$ cat config.mk
export PLATFORM = sky130hd
export DESIGN_NAME = gcd_unit
export DESIGN_NICKNAME = d
export VERILOG_FILES = /design/src/rtl/gcd_unit.sv
export SDC_FILE = /design/constraint.sdc
export NUM_CORES = 1
export LEC_CHECK = 0
export ABC_AREA = 1
export CORE_MARGIN = 3
export CORE_UTILIZATION = 53
export CTS_CLUSTER_DIAMETER = 200
export CTS_CLUSTER_SIZE = 14
export DETAILED_ROUTE_END_ITERATION = 7
export HOLD_SLACK_MARGIN = 0.03
export PLACE_DENSITY = 0.89
export SLEW_MARGIN = 40
export SYNTH_ARGS = -nofsm -noshare
export SYNTH_HDL_FRONTEND = slang
export SYNTH_SLANG_ARGS = --single-unit
$ cat constraint.sdc
create_clock -name clk -period 2.1 [get_ports clk]
set_input_delay 0.315 -clock clk [delete_from_list [all_inputs] [get_ports clk]]
set_output_delay 0.315 -clock clk [all_outputs]
set_load 0.01 [all_outputs]
$ cat src/rtl/gcd_unit.sv
// Multi-cycle GCD engine: subtractive Euclid (BINARY=0) or Stein's binary algorithm (BINARY=1).
// Each CALC cycle performs one reduction step; out/iters are loaded only when the result is final.
module gcd_unit #(
    parameter int WIDTH  = 32,
    parameter int BINARY = 0,
    parameter int ITER_W = 8
) (
    input  logic              clk,
    input  logic              rst,
    input  logic              start,
    input  logic [WIDTH-1:0]  in1,
    input  logic [WIDTH-1:0]  in2,
    output logic              ready,
    output logic              busy,
    output logic              done,
    output logic [WIDTH-1:0]  out,
    output logic [ITER_W-1:0] iters
);

    localparam int K_W = $clog2(WIDTH) + 1;

    typedef enum logic [1:0] {IDLE, CALC, DONE} state_t;

    state_t            state, state_next;
    logic [WIDTH-1:0]  a, b, a_next, b_next, result;
    logic [K_W-1:0]    k, k_next;
    logic [ITER_W-1:0] cnt, cnt_inc;
    logic              accept, zero_op, equal;

    assign accept  = start && (state == IDLE);
    assign zero_op = (in1 == '0) || (in2 == '0);
    assign equal   = (a == b);
    assign cnt_inc = (cnt == '1) ? cnt : cnt + ITER_W'(1);

    always_ff @(posedge clk) begin
        if (rst) state <= IDLE;
        else     state <= state_next;
    end

    always_comb begin
        state_next = state;
        case (state)
            IDLE:    if (accept) state_next = zero_op ? DONE : CALC;
            CALC:    if (equal) state_next = DONE;
            DONE:    state_next = IDLE;
            default: state_next = IDLE;
        endcase
    end

    always_comb begin
        ready = (state == IDLE);
        busy  = (state == CALC);
        done  = (state == DONE);
    end

    // Single reduction step; always larger-minus-smaller so no borrow can occur.
    always_comb begin
        a_next = a;
        b_next = b;
        k_next = k;
        if (BINARY != 0) begin
            if (equal) begin
                a_next = a;
            end else if (!a[0] && !b[0]) begin
                a_next = a >> 1;
                b_next = b >> 1;
                k_next = k + K_W'(1);
            end else if (!a[0]) begin
                a_next = a >> 1;
            end else if (!b[0]) begin
                b_next = b >> 1;
            end else if (a > b) begin
                a_next = a - b;
            end else begin
                b_next = b - a;
            end
        end else begin
            if (a > b)      a_next = a - b;
            else if (a < b) b_next = b - a;
        end
    end

    always_comb begin
        result = a;
        if (BINARY != 0) result = a << k;
    end

    always_ff @(posedge clk) begin
        if (rst) begin
            a     <= '0;
            b     <= '0;
            k     <= '0;
            cnt   <= '0;
            out   <= '0;
            iters <= '0;
        end else begin
            case (state)
                IDLE: begin
                    if (start) begin
                        a     <= in1;
                        b     <= in2;
                        k     <= '0;
                        cnt   <= '0;
                        iters <= '0;
                        if (zero_op) out <= in1 | in2;
                    end
                end
                CALC: begin
                    a   <= a_next;
                    b   <= b_next;
                    k   <= k_next;
                    cnt <= cnt_inc;
                    if (equal) begin
                        out   <= result;
                        iters <= cnt_inc;
                    end
                end
                default: begin
                    a <= a;
                end
            endcase
        end
    end

endmodule
==> reports/qor.log, run 1 <==
qor: logic_synthesis.ys_ff_latch 114
qor: logic_synthesis.synth_nets 1956
qor: logic_synthesis.synth-edff-count 0
qor: logic_synthesis.postSynthAreaPerCell 5.65 µm²
qor: floorplan.num_rows 50
qor: run_status.first-error [ERROR GRT-0232] Routing congestion too high. Check the congestion heatmap in the GUI.
qor: logic_synthesis.synthArstFlopShare 0%
qor: global_route.globalRoute.totalOverflow 242
qor: clocking.clock_path_buffers 2
qor: global_route.track_usage 87.0%
qor: clocking.cts_root_buffer clkbuf_16
qor: placed_design.hpwlAfterDp 29900 µm
qor: run_status.outcome stopped before the end
qor: clocking.cts_inserted_buffers 17
qor: run_status.outcome.stop_stage global routing (5_1_grt)
qor: logic_synthesis.synth.lib_cells_used.distinct 40
qor: floorplan.dieHeight 145 µm
qor: clocking.numClockSinks 114
qor: placed_design.buffer_ports.inserted 109
qor: floorplan.ioPinCount 110
qor: logic_synthesis.ys_top_cells_by_area nand2_1, dfxtp_1, inv_1, nor2_1, ha_1
qor: floorplan.initial_utilization 54.5%
qor: logic_synthesis.synth_top_cell_area_share 22.9%
qor: placed_design.finalWeightedCongestion 1.15
qor: logic_synthesis.yosysTopAreaCell nand2_1
qor: clocking.cts_htree_levels 4
qor: logic_synthesis.synthCells 1823
qor: logic_synthesis.synthFlopType dfxtp_1
qor: global_route.grt_max_degree 91
qor: logic_synthesis.synth-seq-area-share 22.2%
qor: logic_synthesis.syn_area 10300 µm²
qor: floorplan.die_x 145 µm
qor: logic_synthesis.yosysWarningCount 0
==> layer usage <==
metal | overflow | track usage (%)
met5 | 3 | 66.1
met4 | 85 | 88.4
met3 | 21 | 78.9
met2 | 112 | 96.8
met1 | 21 | 85.0
==> through the flow <==
step	setup WS (ns)	TNS [ns]	util, %	instances	area (µm²)
after floorplan	-0.0840	-1.02	-	1823	10300
after global placement	-0.172	-9.49	70.0	2354	13200
after detailed placement	-0.283	-18.46	70.0	2354	13200
after CTS	-0.167	-7.15	80.0	2413	15100
==> kinds of logic after synthesis <==
family	Yosys count	share of synthesized area, %
compound gates	240	12.9
simple gates	1061	42.6
mux	1	0.0972
buf+inv	336	13.6
flops	114	22.2
xor+xnor	5	0.425
fa+ha+maj	66	8.16
==> synth_stat cells, types with 8 or more instances <==
cell	count
ha_1	64
dfxtp_1	114
nand2_2	20
nand3b_1	13
nand2_1	627
nand3_1	134
nor2_1	219
nor4_1	14
nand4_1	13
o21ai_0	49
clkbuf_1	28
o21ai_1	18
a21oi_1	121
buf_2	18
buf_4	8
o211ai_1	28
buf_6	11
inv_1	255
==> what timing repair did <==
action                     CTS
buffers inserted            18
hold buffers                 0
pin swaps                   46
setup endpoints to repair  106
resized for setup          220
hold endpoints to repair     0
cloned                       9
==> inputs of run 2 (changes only) <==
Settings changed: CORE_UTILIZATION 53 to 40, CTS_CLUSTER_DIAMETER 200 to unset, CTS_CLUSTER_SIZE 14 to unset, HOLD_SLACK_MARGIN 0.03 to unset, PLACE_DENSITY 0.89 to unset, PLACE_DENSITY_LB_ADDON set to 0.15.
Clock period 2.1 ns to 2.7 ns, I/O delays scaled along.
==> run 2 against run 1 <==
Against the previous run:
- the run now ends clean
- synthesized cell count unchanged
- area after synthesis unchanged
==> reports/qor.log, run 2 <==
qor: run_status.outcome completed
qor: worst_setup_path.critical_path.max_fanout 7
qor: worst_setup_path.r2r_start a[3]$_SDFFE_PP0P_
qor: worst_setup_path.cp_data_arrival_time 2.86 ns
qor: timing.final_hold_viol_count 0
qor: global_route.wire_length_of_the_first_global_routing_pass 60000 µm
qor: worst_setup_path.ff2ff_path_depth 14
qor: min_path.holdCritStartpoint out[9]$_SDFFE_PP0P_
qor: logic_synthesis.yosysTopAreaCell nand2_1
qor: layout.layout-area-overhead-vs-synth 21.7%
qor: min_path.min-delay-path-class flip-flop to flip-flop
qor: clocking.cts_tree yes
qor: power.power_per_cell_area 886 nW/µm²
qor: timing.slew_viol_final 0
qor: global_route.number_of_antenna_violations_at_the_first_check_in_global_routing 1
qor: route.number_of_vias_after_detailed_routing 11700
qor: worst_setup_path.cp_slowest_cell ha_1
qor: timing.final_period_minus_worst_setup_slack 2.53 ns
qor: power.net_switching_power 5.54 mW
qor: floorplan.fp.coreArea 25300 µm²
qor: route.detail_route.vias_per_cell 5.15
qor: placed_design.hpwlAfterDp 30700 µm [+2.6%]
qor: timing.whs 0.462 ns
qor: placed_design.buffer_ports.inserted 109 [unchanged]
qor: floorplan.die-area 27700 µm²
qor: clocking.insertion_delay 0.43 ns
qor: clocking.cts_root_buffer clkbuf_16
qor: timing.setup_viol 0
qor: min_path.hold_end out[9]$_SDFFE_PP0P_
qor: power.power_frac_seq 18.8%
qor: clocking.postCtsSetupRepairBufs 0 [-18]
qor: floorplan.dieHeight 166 µm [+14%]
qor: route.postRouteAntennaNets 0
qor: timing.tns 0 ns
qor: layout.commonest_cells_after_routing_fill_and_taps_aside nand2_1, inv_1, nor2_1, nand3_1, a21oi_1
qor: power.vdd_ir_drop_max 0.388 mV
qor: logic_synthesis.synth-edff-count 0 [unchanged]
qor: logic_synthesis.synth_most_common_cell nand2_1
qor: global_route.globalRoute.totalOverflow 0
qor: clocking.cts.reportedPaths.clkPinSlew 0.07 ns
qor: timing.timing.fmax 395 MHz
qor: clocking.cts_htree_levels 4 [unchanged]
qor: layout.antenna_cells 0
qor: floorplan.num_rows 58 [+16%]
qor: worst_setup_path.critical_path.cell_chain inv_1 > ha_1 > nand2_1 > nor2_1 > buf_4 > nand2_1 > o211ai_1 > nand2_1 > nand3_1 > nand2_1 > nand2_1 > nor2_1 > nor2_1 > nor2_1
qor: layout.design.final.nets 2062
qor: worst_setup_path.critical_path.endpoint_type flip-flop
qor: logic_synthesis.yosysWarningCount 0 [unchanged]
qor: clocking.cts_inserted_buffers 17 [unchanged]
qor: timing.setup_ws 0.166 ns
qor: logic_synthesis.ys_top_cells_by_area nand2_1, dfxtp_1, inv_1, nor2_1, ha_1
qor: logic_synthesis.synthFlopType dfxtp_1
qor: logic_synthesis.ys_ff_latch 114 [unchanged]
qor: power.power.switching_fraction 49.9%
qor: placed_design.placement.setup.worst_slack 0.0292 ns [+0.312 ns]
qor: logic_synthesis.yosys-top-cells-count nand2_1, inv_1, nor2_1
qor: layout.number_of_fillers_in_the_final_layout 2718
qor: clocking.clock_path_buffers 2 [unchanged]
qor: route.wirelength_per_cell 17.1 µm
qor: floorplan.initial_utilization 40.8% [-14 points]
qor: route.drt_pass1_iterations 6
qor: worst_setup_path.crit_type flip-flop to flip-flop
qor: layout.reg.largest.list a: 32 flops, b: 32 flops, out: 32 flops
qor: clocking.numClockSinks 114 [unchanged]
qor: global_route.grt_pass1_vias 10900
qor: min_path.timing.hold.worst_path_depth 2
qor: logic_synthesis.synth_top_cell_area_share 22.9% [unchanged]
qor: worst_setup_path.path_common_cell nand2_1
qor: timing.grt_setup_unrepaired false
qor: logic_synthesis.synth-seq-area-share 22.2% [unchanged]
qor: power.combinational_cell_fraction_of_total_power 58.3%
qor: clocking.cts_hold_repair.buffers 0 [unchanged]
qor: power.leakage_power 6.26 nW
qor: flow_run.drv.max_cap_violation_count 0
qor: logic_synthesis.synthArstFlopShare 0% [unchanged]
qor: timing.fin_skew 0.0139 ns
qor: logic_synthesis.postSynthAreaPerCell 5.65 µm² [unchanged]
qor: worst_setup_path.worstReg2RegEnd b[25]$_SDFFE_PP0P_
qor: route.drc_errors 0
qor: power.cellInternalPower 5.56 mW
qor: worst_setup_path.reg2reg_slack 0.17 ns
qor: logic_synthesis.synth_nets 1956 [unchanged]
qor: worst_setup_path.critPathRequiredTime 3.02 ns
qor: floorplan.ioPinCount 110 [unchanged]
qor: timing.worst_pin_slew 0.757 ns
qor: global_route.track_usage 27.3%
qor: logic_synthesis.synthCells 1823 [unchanged]
qor: worst_setup_path.crit_path_max_incr_delay 0.42 ns
qor: timing.max-slew-margin-rel 49.5%
qor: timing.fin_crit_sh 93.8%
qor: logic_synthesis.synth.lib_cells_used.distinct 40 [unchanged]
qor: layout.drive_gt1_share 7.00%
qor: route.routed_wl 39000 µm
qor: placed_design.finalWeightedCongestion 0.968 [-16%]
qor: logic_synthesis.syn_area 10300 µm² [unchanged]
qor: floorplan.die_x 166 µm [+14%]
qor: worst_setup_path.setup.worst_path.start_class flip-flop
qor: power.pwr-share-clk 22.8%
qor: layout.most_common_cell_after_layout_fill_and_taps_aside nand2_1
qor: route.drtIter0Drc 1056
qor: global_route.grt_max_degree 64
## run 2: cell counts after synthesis
No cell type changed its count.
## run 2: worst max-delay path, delay by kind of cell (launching register included)
family | cells | cell delay, ns
AO/OA/AOI/OAI | 1 | 0.35
AND/OR/NAND/NOR | 10 | 1.05
flip-flops | 1 | 0.37
buffers and inverters | 2 | 0.25
adder cells (fa/ha/maj) | 1 | 0.42
## run 2: how the worst max path moves through the flow
| stage | from | endpoint | cells past startpoint |
|---|---|---|---|
| 2_1_floorplan | a[0]$_SDFFE_PP0P_ | a[5]$_SDFFE_PP0P_ | 19 |
| 3_3_place_gp | a[0]$_SDFFE_PP0P_ | a[3]$_SDFFE_PP0P_ | 18 |
| 3_5_place_dp | a[0]$_SDFFE_PP0P_ | a[7]$_SDFFE_PP0P_ | 18 |
| 4_1_cts | a[0]$_SDFFE_PP0P_ | a[24]$_SDFFE_PP0P_ | 18 |
| 5_1_grt | a[0]$_SDFFE_PP0P_ | a[12]$_SDFFE_PP0P_ | 18 |
| 6_report | a[3]$_SDFFE_PP0P_ | b[25]$_SDFFE_PP0P_ | 14 |
## run 2: metal layers
layer,GRT usage [%],vias up,wire (µm)
met5,0,-,8
met3,6.53,56,3460
met4,7.75,2,890
li1,-,5910,-
met2,41.4,416,16300
met1,38.9,5320,18300
## run 2: cells by family (layout without fill, tap and decap cells)
logic type | after synthesis | after routing | synth area share (%)
DFF | 114 | 114 | 22.2
buffers and inverters | 336 | 454 | 13.6
adders and majority gates | 66 | 66 | 8.16
xor gates and xnor gates | 5 | 5 | 0.425
AOI/OAI and AO/OA | 240 | 240 | 12.9
and+or+nand+nor | 1061 | 1062 | 42.6
muxes | 1 | 1 | 0.0972
## run 2: power groups by stage
| stage | Combinational [mW] | Sequential [mW] | Clock (mW) |
|---|---|---|---|
| 2_1_floorplan | 4.24 | 2.10 | 0 |
| 3_3_place_gp | 6.20 | 2.12 | 0 |
| 3_5_place_dp | 6.23 | 2.12 | 0 |
| 4_1_cts | 6.27 | 2.09 | 2.57 |
| 5_1_grt | 7.21 | 2.12 | 2.62 |
| 6_report | 6.48 | 2.09 | 2.54 |
## run 2: stage by stage
stage                     util [%]  instances  area [µm²]  power [mW]
after floorplan                  -       1823       10300        6.34
after global placement        46.8       2239       11800        8.32
after detailed placement      46.8       2239       11800        8.35
after CTS                     49.3       2271       12400        10.9
after global routing          49.6       2272       12500        12.0
final                         49.6       2272       12500        11.1
## run 2: layout make-up
type	count	area, µm²	area share, %
multi-input combinational	1374	6690	53.3
sequential	114	2280	18.2
timing repair buffer	156	1510	12.1
inverter	266	1010	8.04
clock buffer	18	439	3.50
tap	330	413	3.29
clock inverter	14	193	1.54
## run 2: what timing repair did
action                                  in CTS  in global routing
resized for setup                            1                 21
endpoints found under the setup margin       1                 90
cloned                                       0                  1
pin swaps                                    0                  1
(Power assumes the default switching activity.)
